--- config.mk ---
export PLATFORM = sky130hd
export DESIGN_NAME = maze_dfs_flat
export DESIGN_NICKNAME = d
export VERILOG_FILES = /design/src/rtl/maze_dfs_if.sv /design/src/rtl/maze_dfs.sv /design/src/flat_wrapper.sv
export SDC_FILE = /design/constraint.sdc
export NUM_CORES = 1
export LEC_CHECK = 0
export ABC_CLOCK_PERIOD_IN_PS = 7330
export BUFFER_PORTS_ARGS = -buffer_cell sky130_fd_sc_hd__buf_2
export CAP_MARGIN = 10
export CORE_MARGIN = 2
export CORE_UTILIZATION = 59
export DETAILED_ROUTE_END_ITERATION = 10
export GPL_ROUTABILITY_DRIVEN = 1
export GPL_TIMING_DRIVEN = 0
export HOLD_SLACK_MARGIN = 0.08
export PLACE_DENSITY_LB_ADDON = 0.08
export RECOVER_POWER = 25
export SYNTH_ARGS = -nofsm -noshare
export SYNTH_HDL_FRONTEND = slang
export SYNTH_SLANG_ARGS = --single-unit
export TNS_END_PERCENT = 50
--- constraint.sdc ---
create_clock -name clk -period 7.33 [get_ports clk]
set_input_delay 1.466 -clock clk [delete_from_list [all_inputs] [get_ports clk]]
set_output_delay 1.466 -clock clk [all_outputs]
set_load 0.01 [all_outputs]
--- src/rtl/maze_dfs_if.sv ---
// maze_dfs_if -- connects the maze carver to its LIFO, its wall-removal
// consumer and its status/control.
// master: the carver side. slave: the environment (LIFO, wall store, control).
interface maze_dfs_if;
    logic        start;
    logic        stk_push;
    logic        stk_pop;
    logic [7:0]  stk_din;
    logic [7:0]  stk_dout;
    logic        stk_empty;
    logic        stk_full;
    logic        wr_valid;
    logic [3:0]  wr_x;
    logic [3:0]  wr_y;
    logic [1:0]  wr_dir;
    logic        busy;
    logic        done;
    logic        err;
    logic [15:0] cycles;

    modport master (
        input  start, stk_dout, stk_empty, stk_full,
        output stk_push, stk_pop, stk_din,
        output wr_valid, wr_x, wr_y, wr_dir,
        output busy, done, err, cycles
    );

    modport slave (
        output start, stk_dout, stk_empty, stk_full,
        input  stk_push, stk_pop, stk_din,
        input  wr_valid, wr_x, wr_y, wr_dir,
        input  busy, done, err, cycles
    );
endinterface

--- src/rtl/maze_dfs.sv ---
// maze_dfs -- randomised depth-first maze carver over a COLS x ROWS grid.
// Walks from cell (0,0), emitting one wall-removal strobe per carved passage
// and using an external LIFO for backtracking.
// Optional build macro MAZE_DFS_CYCLES_EN: when defined, `cycles` counts busy
// cycles of the current run (saturating); otherwise `cycles` is tied to zero.
//
//   state | meaning
//   ------+-----------------------------------------------------------
//   IDLE  | after reset, waiting for start
//   INIT  | mark the origin cell visited
//   PICK  | carve towards a random unvisited neighbour, or backtrack
//   POPW  | wait for the LIFO's registered read data
//   LOAD  | resume from the popped cell
//   DONE  | maze complete, waiting for a new start
//   ERR   | LIFO overflowed; leaves only through reset
module maze_dfs #(
    parameter int         COLS = 8,
    parameter int         ROWS = 8,
    parameter logic [7:0] SEED = 8'hA5
) (
    input logic        clk,
    input logic        rst,
    maze_dfs_if.master bus
);
    localparam int CELLS = COLS * ROWS;
    localparam int IW    = (CELLS > 1) ? $clog2(CELLS) : 1;

    typedef enum logic [2:0] {IDLE, INIT, PICK, POPW, LOAD, DONE, ERR} state_t;

    state_t           state;
    logic [3:0]       cur_x;
    logic [3:0]       cur_y;
    logic [CELLS-1:0] visited;
    logic [7:0]       lfsr;
    logic             busy_q;
    logic             done_q;
    logic             err_q;

    logic [3:0]       mask;
    logic [1:0]       dir;
    logic [1:0]       cand;
    logic             found;
    logic [3:0]       nx;
    logic [3:0]       ny;
    logic [IW-1:0]    nidx;
    logic             can_push;
    logic             can_pop;

    // A cell is a candidate only if it lies inside the grid and is not yet carved.
    function automatic logic is_free(input int x, input int y);
        logic f;
        f = 1'b0;
        if (x >= 0 && x < COLS && y >= 0 && y < ROWS)
            f = !visited[IW'(y * COLS + x)];
        return f;
    endfunction

    // Neighbour mask, random direction choice and the resulting strobes for PICK.
    always_comb begin
        mask[0] = is_free(int'(cur_x), int'(cur_y) - 1);
        mask[1] = is_free(int'(cur_x) + 1, int'(cur_y));
        mask[2] = is_free(int'(cur_x), int'(cur_y) + 1);
        mask[3] = is_free(int'(cur_x) - 1, int'(cur_y));

        dir   = 2'd0;
        cand  = 2'd0;
        found = 1'b0;
        for (int k = 0; k < 4; k++) begin
            cand = lfsr[1:0] + 2'(k);
            if (!found && mask[cand]) begin
                dir   = cand;
                found = 1'b1;
            end
        end

        nx = cur_x;
        ny = cur_y;
        case (dir)
            2'd0:    ny = cur_y - 4'd1;
            2'd1:    nx = cur_x + 4'd1;
            2'd2:    ny = cur_y + 4'd1;
            default: nx = cur_x - 4'd1;
        endcase
        nidx = IW'(int'(ny) * COLS + int'(nx));

        can_push = (state == PICK) && (mask != 4'd0) && !bus.stk_full;
        can_pop  = (state == PICK) && (mask == 4'd0) && !bus.stk_empty;
    end

    // Main sequencer: state, current cell, visited bitmap and registered status.
    always_ff @(posedge clk) begin
        if (rst) begin
            state   <= IDLE;
            cur_x   <= 4'd0;
            cur_y   <= 4'd0;
            visited <= '0;
            busy_q  <= 1'b0;
            done_q  <= 1'b0;
            err_q   <= 1'b0;
        end else begin
            case (state)
                IDLE, DONE: begin
                    if (bus.start) begin
                        visited <= '0;
                        cur_x   <= 4'd0;
                        cur_y   <= 4'd0;
                        busy_q  <= 1'b1;
                        done_q  <= 1'b0;
                        state   <= INIT;
                    end
                end
                INIT: begin
                    visited[0] <= 1'b1;
                    state      <= PICK;
                end
                PICK: begin
                    if (mask != 4'd0) begin
                        if (bus.stk_full) begin
                            busy_q <= 1'b0;
                            err_q  <= 1'b1;
                            state  <= ERR;
                        end else begin
                            cur_x         <= nx;
                            cur_y         <= ny;
                            visited[nidx] <= 1'b1;
                        end
                    end else if (!bus.stk_empty) begin
                        state <= POPW;
                    end else begin
                        busy_q <= 1'b0;
                        done_q <= 1'b1;
                        state  <= DONE;
                    end
                end
                POPW: state <= LOAD;
                LOAD: begin
                    cur_x <= bus.stk_dout[3:0];
                    cur_y <= bus.stk_dout[7:4];
                    state <= PICK;
                end
                ERR:     state <= ERR;
                default: state <= IDLE;
            endcase
        end
    end

    // Free-running Fibonacci LFSR, x^8+x^6+x^5+x^4+1.
    always_ff @(posedge clk) begin
        if (rst) lfsr <= SEED;
        else     lfsr <= {lfsr[6:0], lfsr[7] ^ lfsr[5] ^ lfsr[4] ^ lfsr[3]};
    end

`ifdef MAZE_DFS_CYCLES_EN
    logic [15:0] cycles_q;

    // Run-length counter: restarts on an accepted start, counts busy cycles, saturates.
    always_ff @(posedge clk) begin
        if (rst)
            cycles_q <= 16'h0000;
        else if (bus.start && (state == IDLE || state == DONE))
            cycles_q <= 16'h0000;
        else if (busy_q && cycles_q != 16'hFFFF)
            cycles_q <= cycles_q + 16'd1;
    end

    assign bus.cycles = cycles_q;
`else
    assign bus.cycles = 16'h0000;
`endif

    assign bus.stk_push = can_push;
    assign bus.stk_pop  = can_pop;
    assign bus.stk_din  = {cur_y, cur_x};
    assign bus.wr_valid = can_push;
    assign bus.wr_x     = cur_x;
    assign bus.wr_y     = cur_y;
    assign bus.wr_dir   = dir;
    assign bus.busy     = busy_q;
    assign bus.done     = done_q;
    assign bus.err      = err_q;
endmodule

--- src/flat_wrapper.sv ---
// flat-port wrapper written by rule: the top's interface ports become plain ports
module maze_dfs_flat 
#(
    parameter int         COLS = 8,
    parameter int         ROWS = 8,
    parameter logic [7:0] SEED = 8'hA5
)
  (clk, rst, bus_start, bus_stk_dout, bus_stk_empty, bus_stk_full, bus_stk_push, bus_stk_pop, bus_stk_din, bus_wr_valid, bus_wr_x, bus_wr_y, bus_wr_dir, bus_busy, bus_done, bus_err, bus_cycles);
  maze_dfs_if bus_i ();
  input logic clk;
  input logic rst;
  input wire logic [$bits(bus_i.start)-1:0] bus_start;
  input wire logic [$bits(bus_i.stk_dout)-1:0] bus_stk_dout;
  input wire logic [$bits(bus_i.stk_empty)-1:0] bus_stk_empty;
  input wire logic [$bits(bus_i.stk_full)-1:0] bus_stk_full;
  output wire logic [$bits(bus_i.stk_push)-1:0] bus_stk_push;
  output wire logic [$bits(bus_i.stk_pop)-1:0] bus_stk_pop;
  output wire logic [$bits(bus_i.stk_din)-1:0] bus_stk_din;
  output wire logic [$bits(bus_i.wr_valid)-1:0] bus_wr_valid;
  output wire logic [$bits(bus_i.wr_x)-1:0] bus_wr_x;
  output wire logic [$bits(bus_i.wr_y)-1:0] bus_wr_y;
  output wire logic [$bits(bus_i.wr_dir)-1:0] bus_wr_dir;
  output wire logic [$bits(bus_i.busy)-1:0] bus_busy;
  output wire logic [$bits(bus_i.done)-1:0] bus_done;
  output wire logic [$bits(bus_i.err)-1:0] bus_err;
  output wire logic [$bits(bus_i.cycles)-1:0] bus_cycles;
  assign bus_i.start = bus_start;
  assign bus_i.stk_dout = bus_stk_dout;
  assign bus_i.stk_empty = bus_stk_empty;
  assign bus_i.stk_full = bus_stk_full;
  assign bus_stk_push = bus_i.stk_push;
  assign bus_stk_pop = bus_i.stk_pop;
  assign bus_stk_din = bus_i.stk_din;
  assign bus_wr_valid = bus_i.wr_valid;
  assign bus_wr_x = bus_i.wr_x;
  assign bus_wr_y = bus_i.wr_y;
  assign bus_wr_dir = bus_i.wr_dir;
  assign bus_busy = bus_i.busy;
  assign bus_done = bus_i.done;
  assign bus_err = bus_i.err;
  assign bus_cycles = bus_i.cycles;
  maze_dfs #(.COLS(COLS), .ROWS(ROWS), .SEED(SEED)) u_core (.clk(clk), .rst(rst), .bus(bus_i));
endmodule
# Word-level counts from Yosys, hierarchy flattened

Index checks and enable logic that the tools add are counted.

Logic and storage cells: 167
Output and inout bits: 40
Bits in registers: 86

Bitwise logic cells: 4
Reductions and logical operators: 42
Order comparisons: 20
Equal/unequal tests: 15
Multiplexer cells: 61
$add $sub $neg: 16

Operator list:

| operator              | number |
|---|---|
| $mux W64              | 3 |
| $pmux W63 S2          | 1 |
| $or A64 B64 Y64       | 1 |
| $ge A32 B1 Y1 const B | 1 |
| $lt A32 B5 Y1 const B | 1 |
| $lt A6 B8 Y1 const B  | 4 |
| $mux W1               | 27 |
| $bmux W1 S6           | 4 |
| $pmux W4 S3           | 2 |
| $mux W4               | 5 |
| $reduce_and A4 Y1     | 5 |
| $add A6 B5 Y6         | 3 |
| $logic_and A1 B1 Y1   | 16 |
| $pmux W4 S2           | 2 |
| $ge A5 B1 Y1 const B  | 3 |
| $pmux W3 S5           | 1 |
| $lt A2 B3 Y1 const B  | 4 |
| $mux W3               | 4 |
| $add A4 B1 Y5 const B | 2 |
| $lt A5 B5 Y1 const B  | 2 |
| $ne A2 B2 Y1 const B  | 5 |
| $sub A4 B1 Y5 const B | 2 |
| $eq A3 B3 Y1 const B  | 3 |
| $logic_not A1 Y1      | 9 |
| other kinds (30)      | 48 |

# Depth between registers and ports, before layout

Depth in word-level cells: 31
Gate-level depth with buffers: 33
Mapped depth without buffers: 28

# Worst setup path after synthesis

OpenSTA, ideal clock, no wires.

Path kind: reg2reg
From: register u_core.cur_x[1], in the netlist u_core.bus.wr_x[1]
To: register u_core.visited[16]
Data arrival time: 6602 ps
Slack: 659 ps
Clock period less this slack: 6671 ps
Path buffers: 4
Data required time: 7260 ps
Stages on the path, launching flop included: 31
Path through: dfxtp_1 > buf_2 > buf_1 > nand3_1 > xnor2_1 > ha_1 > inv_1 > fa_1 > xnor2_1 > or3b_2 > o32a_1 > a31o_2 > o31ai_1 > nor2_1 > o2bb2ai_2 > buf_4 > nor2_2 > nand2_1 > ha_1 > a21o_1 > a21o_1 > xnor2_1 > nand2_1 > xnor2_1 > ha_1 > ha_1 > clkbuf_2 > or2_2 > a2111oi_0 > nor2_2 > o21ai_1

Longest elaborated chain between the ends: 31

Ends and longest elaborated chain:

| what                                                                      | RTL line                       | text |
|---|---|---|
| from (decl)                                                               | maze_dfs.sv:31                 | `logic [3:0] cur_x;` |
| from (signal assigned)                                                    | maze_dfs.sv:123                | `cur_x <= nx;` |
| from (signal assigned)                                                    | maze_dfs.sv:137                | `cur_x <= bus.stk_dout[3:0];` |
| $add A4 B1 Y5 / $sub A4 B1 Y5 (equally long branches)                     | maze_dfs.sv:61, maze_dfs.sv:63 |  |
| $add A6 B6 Y6 / $add A6 B5 Y6 (equally long branches)                     | maze_dfs.sv:54                 | `f = !visited[IW'(y * COLS + x)];` |
| $bmux W1 S6                                                               | maze_dfs.sv:54                 |  |
| $mux W1 (not written as such) (2 in series)                               | maze_dfs.sv:54                 |  |
| $logic_not A1 Y1                                                          | maze_dfs.sv:54                 |  |
| $mux W1                                                                   | maze_dfs.sv:53                 | `if (x >= 0 && x < COLS && y >= 0 && y < ROWS)` |
| $bmux W1 S2                                                               | maze_dfs.sv:70                 | `if (!found && mask[cand]) begin` |
| $mux W1 (not written as such)                                             | maze_dfs.sv:70                 |  |
| (+10 left out)                                                            | --                             |  |
| net bus_wr_dir[0]                                                         | flat_wrapper.sv:22             | `output wire logic [$bits(bus_i.wr_dir)-1:0] bus_wr_dir;` |
| (+4 left out)                                                             | --                             |  |
| $lt A6 B7 Y1 (not written as such) / $ge A6 B1 Y1 (equally long branches) | maze_dfs.sv:125                | `visited[nidx] <= 1'b1;` |
| $logic_and A1 B1 Y1 (not written as such)                                 | maze_dfs.sv:125                |  |
| $mux W1 (not written as such)                                             | maze_dfs.sv:125                |  |
| $demux W1 S6 (*)                                                          | --                             |  |
| $or A64 B64 Y64 (no source line) (*)                                      | --                             |  |
| $mux W64 (*)                                                              | maze_dfs.sv:118                | `if (bus.stk_full) begin` |
| $mux W64 (*)                                                              | maze_dfs.sv:117                | `if (mask != 4'd0) begin` |
| $pmux W63 S2 (*)                                                          | maze_dfs.sv:101                | `case (state)` |
| to (signal assigned)                                                      | maze_dfs.sv:96                 | `visited <= '0;` |
| to (signal assigned)                                                      | maze_dfs.sv:104                | `visited <= '0;` |
| to (signal, indexed assignment)                                           | maze_dfs.sv:125                |  |
| to (decl)                                                                 | maze_dfs.sv:33                 | `logic [CELLS-1:0] visited;` |

The timed path passes the listed nets; every way through them passes the cells marked *. The select of a mux whose other input is x is not followed.
A chain may end at the register's enable or synchronous reset.

# Final worst setup path

From: register u_core.cur_x[0], in the netlist u_core.bus.wr_x[0]
To: register u_core.visited[6]

Longest elaborated chain between the ends: 31

Ends and longest elaborated chain:

| what                                                                      | RTL line |
|---|---|
| $add A4 B1 Y5 / $sub A4 B1 Y5 (equally long branches)                     | maze_dfs.sv:61, maze_dfs.sv:63 |
| $add A6 B6 Y6 / $add A6 B5 Y6 (equally long branches)                     | maze_dfs.sv:54 |
| $bmux W1 S6                                                               | maze_dfs.sv:54 |
| $mux W1 (not written as such) (2 in series)                               | maze_dfs.sv:54 |
| $logic_not A1 Y1                                                          | maze_dfs.sv:54 |
| $mux W1                                                                   | maze_dfs.sv:53 |
| $bmux W1 S2                                                               | maze_dfs.sv:70 |
| $mux W1 (not written as such)                                             | maze_dfs.sv:70 |
| (+14 left out)                                                            | -- |
| $lt A6 B7 Y1 (not written as such) / $ge A6 B1 Y1 (equally long branches) | maze_dfs.sv:125 |
| $logic_and A1 B1 Y1 (not written as such)                                 | maze_dfs.sv:125 |
| $mux W1 (not written as such)                                             | maze_dfs.sv:125 |
| $demux W1 S6                                                              | -- |
| $or A64 B64 Y64 (no source line)                                          | -- |
| $mux W64                                                                  | maze_dfs.sv:118 |
| $mux W64                                                                  | maze_dfs.sv:117 |
| $pmux W63 S2                                                              | maze_dfs.sv:101 |

Several ways; a longest one is shown, not always the timed one. The select of a mux whose other input is x is not followed.

==> results.cfg <==
[floorplanning]
num_rows = 38
die-area_sq_mm = 0.0121
start_util_pct = 60.7
die_h_microns = 110
core_sq_mm = 0.0109
io_pins = 53
dieWidth_microns = 110

[clock_network]
cts-root-buf = clkbuf_16
cts_tree = done
ctsLongestPathBuffers = 2
cts_sinks = 86
clk_latency_ps = 360
h-tree-depth = 3
clk_pin_slew_ps = 70
cts_buffers = 9

[logic_synthesis]
synth_enable_flop_cells = 0
ys_ff_latch = 86
syn_avg_cell_area_sq_um = 8.80
syn_area_sq_mm = 0.00664
yosysSeqAreaShare_pct = 25.9
synth_ff_type = dfxtp_1
synthDistinctLibCells = 94
ys_async_sr_fraction_pct = 0
synthCells = 755
yosysWarnings = 0

[min_path]
hp-class = flop to flop

[global_route]
grt-ovfl-total = 0
grt_first_pass_wirelength_mm = 32.6
grt_start_max_net_pins = 20
grtUsageTotal_pct = 36.6
grt_pass1_vias = 5885
grt_antenna_before_repair = 0

[route]
drt_wl_total_mm = 21.7
firstDrtPassIters = 8
drt_iter0_drc = 741
ant_nets = 0
wl_per_cell_microns = 22.5
vias = 6346
via_per_inst = 6.58
drc = 0

[place]
dp_hpwl_mm = 16.2
port_buffers = 35
place_area_sq_mm = 0.00705
dp_cells = 945
routabilityCongestion = 1.01

[finish]
syn2layout_area_growth_pct = 13.5
drive_above_1_share_pct = 24.0
final_util_pct = 69.0
diodes = 0
stdcell_count = 964
final_cell_area_sq_mm = 0.00754
final_nets = 851

[timing]
hold_viol = 0
max_clock_freq_mhz = 142
clock_skew_ps = 11.7
final-max-slew-violation-count = 0
setup_viol = 0
min_period_over_period_pct = 96.3
worst_pin_slew_ps = 1190
period_minus_slack_ps = 7060
slew_headroom_pct = 20.4

[setup_path]
start_kind = flop
worstPathMaxFanout = 10
worst_setup_path_end_kind = flop
crit_type = flop to flop
worstPathRequired_ps = 7630
critPathArrivalTime_ps = 7360
cpMostUsedCell = ha_1
slowest_stage = or3b_2
slowest_delay_ps = 480

[run_status]
status = completed

[run]
drv_cap = 0
==> critical path, delay by kind of cell (launching register included) <==
kind | cells | cell delay [ps]
AOI/OAI and AO/OA | 8 | 1710
and+or+nand+nor | 8 | 1640
adders and majority gates | 5 | 1330
buffers and inverters | 7 | 1160
xor gates and xnor gates | 4 | 740
DFF | 1 | 370
==> synthesized netlist by cell type (4+ instances only) <==
cell type	number	area share (%)
a22o_1	5	0.66
nand2_1	115	6.5
a21o_1	5	0.57
nand3_1	22	1.7
nand2b_1	10	0.94
mux2_2	4	0.68
a32o_1	4	0.60
a2111oi_0	7	0.92
nand3b_1	5	0.57
mux4_2	26	8.8
mux4_1	8	3.2
mux2i_1	23	3.5
nor3b_1	4	0.45
and2_1	5	0.47
a211oi_1	4	0.45
fa_1	4	1.2
clkbuf_1	16	0.90
o211ai_1	7	0.79
or3_1	6	0.57
buf_2	15	1.1
o21ai_0	18	1.4
a221oi_1	7	0.92
nor2_1	24	1.4
xor2_1	7	0.92
a31oi_1	4	0.38
o21a_1	9	1.0
nor4_1	5	0.47
a21oi_1	22	1.7
ha_1	15	2.8
nor2_2	8	0.75
nor2b_1	10	0.94
o21ai_1	59	4.4
or2_2	6	0.57
o21ai_2	7	0.92
a221oi_2	6	1.4
a22oi_1	4	0.45
buf_6	6	1.0
inv_1	23	1.3
nor3_1	19	1.4
dfxtp_1	86	26
buf_4	30	3.4
xnor2_1	15	2.0
==> worst paths after layout <==
kind                               endpoint                       startpoint  cells after the start  slack, ps
max reg2reg  u_core.visited[6]$_SDFFE_PP0P_  u_core.bus.wr_x[0]$_SDFFE_PP0P_                     32        270
min               u_core.lfsr[7]$_SDFF_PP1_        u_core.lfsr[6]$_SDFF_PP0_                      1        420
max          u_core.visited[6]$_SDFFE_PP0P_  u_core.bus.wr_x[0]$_SDFFE_PP0P_                     32        270
min reg2reg       u_core.lfsr[7]$_SDFF_PP1_        u_core.lfsr[6]$_SDFF_PP0_                      1        420
==> area by class of cell <==
cell class	instances	area, sq um
Inverter	24	92.6
Clock inverter	7	62.6
Tap cell	140	175
Sequential cell	86	1720
Clock buffer	9	225
Buffer	71	475
Multi-Input combinational cell	587	4590
Fill cell	868	3390
Timing Repair Buffer	40	199
==> registers in the layout, indices dropped and copies added, names as in the netlist <==
signal / cells
u_core.visited: 64
u_core.lfsr: 8
u_core.bus.wr_x: 4
u_core.bus.wr_y: 4
u_core.state: 3
u_core.bus.busy: 1
u_core.bus.done: 1
u_core.bus.err: 1
==> metal layers <==
layer / global-route usage [%] / wire [microns]
met1: 49.1 / 8990
met2: 52.8 / 9280
met3: 12.1 / 2450
met4: 18.0 / 942
met5: 0 / 0
==> repair_timing <==
item	4_1_cts	5_1_grt
resized for setup	22	23
buffers inserted	1	4
hold buffers	0	0
pin swaps	1	3
endpoints found under the setup margin	66	64
==> kinds of logic (layout without fill, tap and decap cells) <==
group,Yosys count,after routing,share of synthesized area [%]
compound gates,212,212,23.6
xor+xnor,24,24,3.39
fa+ha+maj,20,20,4.18
buf+inv,97,151,8.31
flops,86,86,25.9
mux,61,61,16.1
other cells,1,16,0.0565
simple gates,254,254,18.4
==> stage by stage <==
stage                     hold WS [ps]  setup TNS [ps]  setup WS (ps)
after floorplan                    389               0            659
after global placement             402          -46690           -778
after detailed placement           402          -55500           -941
after CTS                          422               0           25.1
after global routing               443           -8.17          -3.51
final                              419               0            271
==> cell usage in the layout (no fill, tap or decap), drive strengths merged, types with 6 or more instances in the layout <==
cell type and n:
nor2b 10, xor2 8, mux2i 23, a2111oi 10, nor2 32, or3 6, a21oi 23, nor3 19
dfxtp 86, a221oi 13, conb 16, o21a 9, inv 28, ha 15, a21o 6, or2 9
o211ai 8, nand2b 11, nand3 23, buf 76, clkbuf 42, nand2 115, mux4 34, o21ai 84
xnor2 16
Power is left out: the tool's default activity adds up to more than one toggle a clock period on the data nets, which glitch-free logic cannot reach.
